===== src/rtl/gcd_8_bit.sv =====
// Euclidean subtraction GCD engine with start/busy/done handshake; operands are
// compared by a comp_8_bit instance. Define GCD_ITER_COUNT_EN to add the iter_cnt output.

module comp_8_bit (
    input  logic [7:0] a,
    input  logic [7:0] b,
    output logic       gt,
    output logic       eq,
    output logic       lt
);
    assign gt = (a > b);
    assign eq = (a == b);
    assign lt = (a < b);
endmodule

module gcd_8_bit (
    input  logic       clk,
    input  logic       rst_n,
    input  logic       start,
    input  logic [7:0] a_in,
    input  logic [7:0] b_in,
    output logic       busy,
    output logic       done,
    output logic [7:0] gcd
`ifdef GCD_ITER_COUNT_EN
    ,
    output logic [7:0] iter_cnt
`endif
);
    typedef enum logic [1:0] {
        IDLE = 2'd0,
        RUN  = 2'd1,
        DONE = 2'd2
    } state_t;

    state_t     state;
    logic [7:0] a;
    logic [7:0] b;
    logic       gt;
    logic       eq;
    logic       lt;

    comp_8_bit u_comp (
        .a  (a),
        .b  (b),
        .gt (gt),
        .eq (eq),
        .lt (lt)
    );

    assign busy = (state == RUN);
    assign done = (state == DONE);

    always_ff @(posedge clk or negedge rst_n) begin
        if (!rst_n) begin
            state <= IDLE;
            a     <= '0;
            b     <= '0;
            gcd   <= '0;
`ifdef GCD_ITER_COUNT_EN
            iter_cnt <= '0;
`endif
        end else begin
            case (state)
                IDLE: begin
                    if (start) begin
                        a <= a_in;
                        b <= b_in;
`ifdef GCD_ITER_COUNT_EN
                        iter_cnt <= '0;
`endif
                        // A zero operand skips RUN; gcd(0,0) falls out as 0
                        if (a_in == 8'd0) begin
                            gcd   <= b_in;
                            state <= DONE;
                        end else if (b_in == 8'd0) begin
                            gcd   <= a_in;
                            state <= DONE;
                        end else begin
                            state <= RUN;
                        end
                    end
                end
                RUN: begin
                    if (eq) begin
                        gcd   <= a;
                        state <= DONE;
                    end else begin
                        if (gt) begin
                            a <= a - b;
                        end else if (lt) begin
                            b <= b - a;
                        end
`ifdef GCD_ITER_COUNT_EN
                        if (iter_cnt != 8'hFF) begin
                            iter_cnt <= iter_cnt + 8'd1;
                        end
`endif
                    end
                end
                DONE: begin
                    state <= IDLE;
                end
                default: begin
                    state <= IDLE;
                end
            endcase
        end
    end
endmodule


===== config.mk =====
export PLATFORM = sky130hd
export DESIGN_NAME = gcd_8_bit
export DESIGN_NICKNAME = d
export VERILOG_FILES = /design/src/rtl/gcd_8_bit.sv
export SDC_FILE = /design/constraint.sdc
export NUM_CORES = 1
export LEC_CHECK = 0
export ABC_AREA = 1
export CELL_PAD_IN_SITES_DETAIL_PLACEMENT = 1
export CELL_PAD_IN_SITES_GLOBAL_PLACEMENT = 1
export CORE_MARGIN = 5
export CORE_UTILIZATION = 35
export CTS_CLUSTER_SIZE = 8
export DETAILED_ROUTE_END_ITERATION = 10
export PLACE_DENSITY_LB_ADDON = 0.1
export SYNTH_ARGS = -nofsm -noshare
export SYNTH_HDL_FRONTEND = slang
export SYNTH_SLANG_ARGS = --single-unit

===== constraint.sdc =====
create_clock -name clk -period 5.5 [get_ports clk]
set_input_delay 1.375 -clock clk [delete_from_list [all_inputs] [get_ports clk]]
set_output_delay 1.375 -clock clk [all_outputs]
set_load 0.005 [all_outputs]

* Word-level counts from Yosys, hierarchy flattened
Index checks and enable logic that the tools add are counted.
Storage, ports and cells: flip-flop bits (word level) 26, word-level logic and storage cells 45, output and inout bits 10, bits of input ports 19
Cells by class: muxes and demuxes 19, order comparisons 2, reduce and logical (&&, ||, !) cells 8, add/sub/neg operators 2, eq/ne operators 10
Operator list (count):
- $mux W8 | 11
- $pmux W8 S2 | 3
- $logic_not A8 Y1 | 2
- $sub A8 B8 Y8 | 2
- $eq A8 B8 Y1 | 1
- $gt A8 B8 Y1 | 1
- $lt A8 B8 Y1 | 1
- $mux W2 | 4
- $reduce_and A4 Y1 | 2
- $ne A2 B1 Y1 const B | 3
- $ne A2 B2 Y1 const B | 3
- $reduce_and A5 Y1 | 1
- $pmux W2 S2 | 1
- $ne A3 B3 Y1 const B | 1
- $eq A2 B1 Y1 const B | 1
- $eq A2 B2 Y1 const B | 1
- $logic_not A2 Y1 | 1
- $reduce_and A2 Y1 | 1
- $reduce_bool A2 Y1 | 1

* Logic depth before layout (Yosys ltp)
word-level depth 5, mapped depth 14, mapped depth without buffers 13

* Modules after synthesis
From an unflattened synthesis, not the netlist that was laid out.
Unflattened totals: cells, all modules 350, area total of the unflattened synthesis 2437.3 um2
By module, submodules not included:
- gcd_8_bit | times used 1, cells an instance 312, seq. area each 650.6 um2, area each 2193.4 um2
- comp_8_bit | times used 1, cells an instance 38, seq. area each 0.0 um2, area each 244.0 um2

* Worst setup path before layout
No wires, ideal clock.
kind input port to flip-flop, from in b_in[5], to reg gcd[0], stages on the path 9, setup time 119 ps, arrival time 2087 ps, path slack 3293 ps, buffers on the path 1, data required time 5381 ps, cells stage by stage inv_1 nand2_1 nor3_1 nand2_1 nand3_1 nand3_2 buf_6 nand2_1 o21ai_2
Between the ends: longest elaborated chain between the ends 3
RTL lines:
- start: declaration | line 21 | input logic [7:0] b_in,
- $logic_not A8 Y1 | line 76 | end else if (b_in == 8'd0) begin
- $ne A3 B3 Y1 (no line)
- $reduce_and A4 Y1 (no line)
- end signal: assignment | line 74 | gcd <= b_in;
- end signal: assignment | line 77 | gcd <= a_in;
- end: declaration | line 24 | output logic [7:0] gcd
Every way passes these cells. A chain may end at the register's enable or synchronous reset.

* Worst setup path in the final report
from reg state[0], to out busy
Between the ends: longest elaborated chain between the ends 1
RTL lines:
- start: declaration | line 36 | state_t state;
- start signal: assignment | line 56 | state <= IDLE;
- start signal: assignment | line 75 | state <= DONE;
- start signal: assignment | line 78 | state <= DONE;
- $eq A2 B1 Y1 | line 51 | assign busy = (state == RUN);
- end: declaration | line 22 | output logic busy,
Every way passes these cells.

==> run_results.csv <==
group,metric,value,unit
outcome,status,"finished, final reports clean",
logic_synthesis,ys_ff_latch,26,
logic_synthesis,ys_types,30,
logic_synthesis,synth_top_area_share,28.8,%
cts,cts_root_buffer,"clkbuf_8",
routing,num_vias,2107,
critical_path,cp_max_fo,23,
timing,rsz0062_at_grt,"false",
logic_synthesis,synth-edff-count,0,
cts,numClockSinks,26,
place,post_dp_cell_area,2560,um2
routing,dr.pass1.iters,4,
critical_path,endpoint,"busy",
die,initial_core_util,35.8,%
logic_synthesis,syn_nets,379,
timing,fin_crit,3.60,ns
routing,drt-initial-drc-count,87,
critical_path,end_kind,"output port",
routing,wl_per_cell,15.2,um
critical_path,startpoint,"state[0]",
die,die_y,90.4,um
critical_path,worst_ep_arrival_time,2.23,ns
place,io_buffers,28,
logic_synthesis,synthTopCellsByCount,"nand2_1, inv_1, dfrtp_1",
die,core_area,6310,um2
timing,finalSetupTns,0,ns
logic_synthesis,synth_seq_area_share,28.8,%
logic_synthesis,yosysTopAreaCell,"dfrtp_1",
timing,slew_headroom,69.8,%
place,pre_cts_ws,2.23,ns
finish,synthToLayoutAreaGrowth,15.2,%
timing,timing.final.ws_setup,1.90,ns
logic_synthesis,syn-instance-count,343,
cts,cts_hold_buf,0,
cts,cts_resized,0,
cts,cts_tree,"done",
timing,period_share,65.5,%
timing,fmax,278,MHz
critical_path,path_class,"flip-flop to output port",
logic_synthesis,synth_ff_type,"dfrtp_1",
critical_path,reg2reg_from,"a[0]",
routing,wirelength,6.70,mm
timing,setup_viol,0,
cts,clk-insertion-delay-late,0.28,ns
timing,clock_skew,0.00721,ns
finish,fin_area,2600,um2
die,num_io_pins,29,
cts,htreeDepth,1,
global_routing,grt_usage,17.3,%
cts,clock_path_buffers,2,
routing,ant_nets,0,
die,die_w,90.4,um
global_routing,antenna_found_initial,0,
die,rows,29,
finish,drive_gt1_share,9.32,%
global_routing,grt_max_degree,27,
worst_hold_path,min_path_type,"flip-flop to flip-flop",
timing,finalHoldViolCount,0,
logic_synthesis,netlist_area,2260,um2
critical_path,reg2reg_slack,3.15,ns
routing,via_per_inst,4.77,
cts,cts-buffers-inserted,3,
critical_path,required,4.12,ns
critical_path,start_kind,"flip-flop",
flow_run,drv_cap,0,
global_routing,grt_pass1_vias,2272,
global_routing,grt_pass1_wl,11.4,mm
critical_path,regToRegEndpoint,"b[0]",
cts,postCtsSetupBuffers,0,
critical_path,ff2ff_path_depth,13,
routing,drc,0,
logic_synthesis,async_reset_ff_share,100,%
finish,fill_cells,861,
logic_synthesis,synth_top_cells_by_area,"dfrtp_1, nand2_1, inv_1",
logic_synthesis,syn_area_per_cell,6.59,um2
cts,path_clk_slew,0.09,ns
timing,slew_viol_final,0,
global_routing,overflow,0,
place,place.gp.congestion,0.817,
place,hpwl,5.44,mm
finish,n_antenna_cell,0,
logic_synthesis,synth_most_common_cell,"nand2_1",
logic_synthesis,synth_warnings,0,
worst_hold_path,hold_path.startpoint,"gcd[6]",
finish,fin_nets,403,
timing,tightest_slew,0.453,ns
die,die-area,8160,um2
cells by family after synthesis:
group / share of synthesized area (%)
xor gates and xnor gates: 1.16
DFF: 28.8
adders and majority gates: 10.1
buffers and inverters: 12.6
AOI/OAI and AO/OA: 7.81
and+or+nand+nor: 39.6
placed cells by master (no fill, tap or decap), drive strengths merged:
cell	Yosys	routed
nand2	153	153
inv	54	54
clkdlybuf4s50	0	28
dfrtp	26	26
nand3	26	26
nor2	18	18
ha	15	15
o21ai	15	15
a21oi	7	7
nor3	4	4
nand4	4	4
a31oi	4	4
clkbuf	1	3
xnor2	2	2
fa	2	2
nand3b	1	1
o211ai	1	1
xor2	1	1
buf	9	1
worst min path at each step:
stage          depth (start not counted)  endpoint  slack (ns)
2_1_floorplan                          2      b[7]        0.46
3_3_place_gp                           2    gcd[5]        0.47
3_5_place_dp                           2    gcd[6]        0.47
6_report                               2    gcd[6]        0.48
5_1_grt                                2    gcd[3]        0.51
4_1_cts                                2    gcd[6]        0.49
flip-flops by register name (all words and copies together), names as in the netlist:
register and count:
a 8, b 8, gcd 8, state 2
routing by layer:
metal  vias up  wire length (um)  track usage [%]
met3         4               169             2.33
li1       1096                 -                -
met5         -                 0                0
met2        26              3270             30.1
met4         0                37             2.61
met1       981              3230             23.2
cell type report:
| type | count | area [um2] | area share [%] |
|---|---|---|---|
| clock buffer | 3 | 41.3 | 1.59 |
| inverter | 54 | 203 | 7.78 |
| multi-input combinational | 253 | 1330 | 50.9 |
| sequential | 26 | 651 | 25.0 |
| tap | 77 | 96.3 | 3.70 |
| timing repair buffer | 29 | 288 | 11.1 |
critical path, stage by stage, from the launching register on:
cell,delay (ns)
dfrtp_1,0.57
nand2_2,0.33
inv_2,0.46
clkdlybuf4s50_1,0.59
per-stage QoR:
stage               util (%)  cells  hold WS (ns)
global route            41.2    442         0.514
global placement        40.6    439         0.466
CTS                     41.2    442         0.492
floorplan                  -    343         0.461
finish                  41.2    442         0.485
detailed placement      40.6    439         0.467
Power is not shown: default switching activity piles up to over one toggle a cycle in this logic, so the estimate is an artifact.
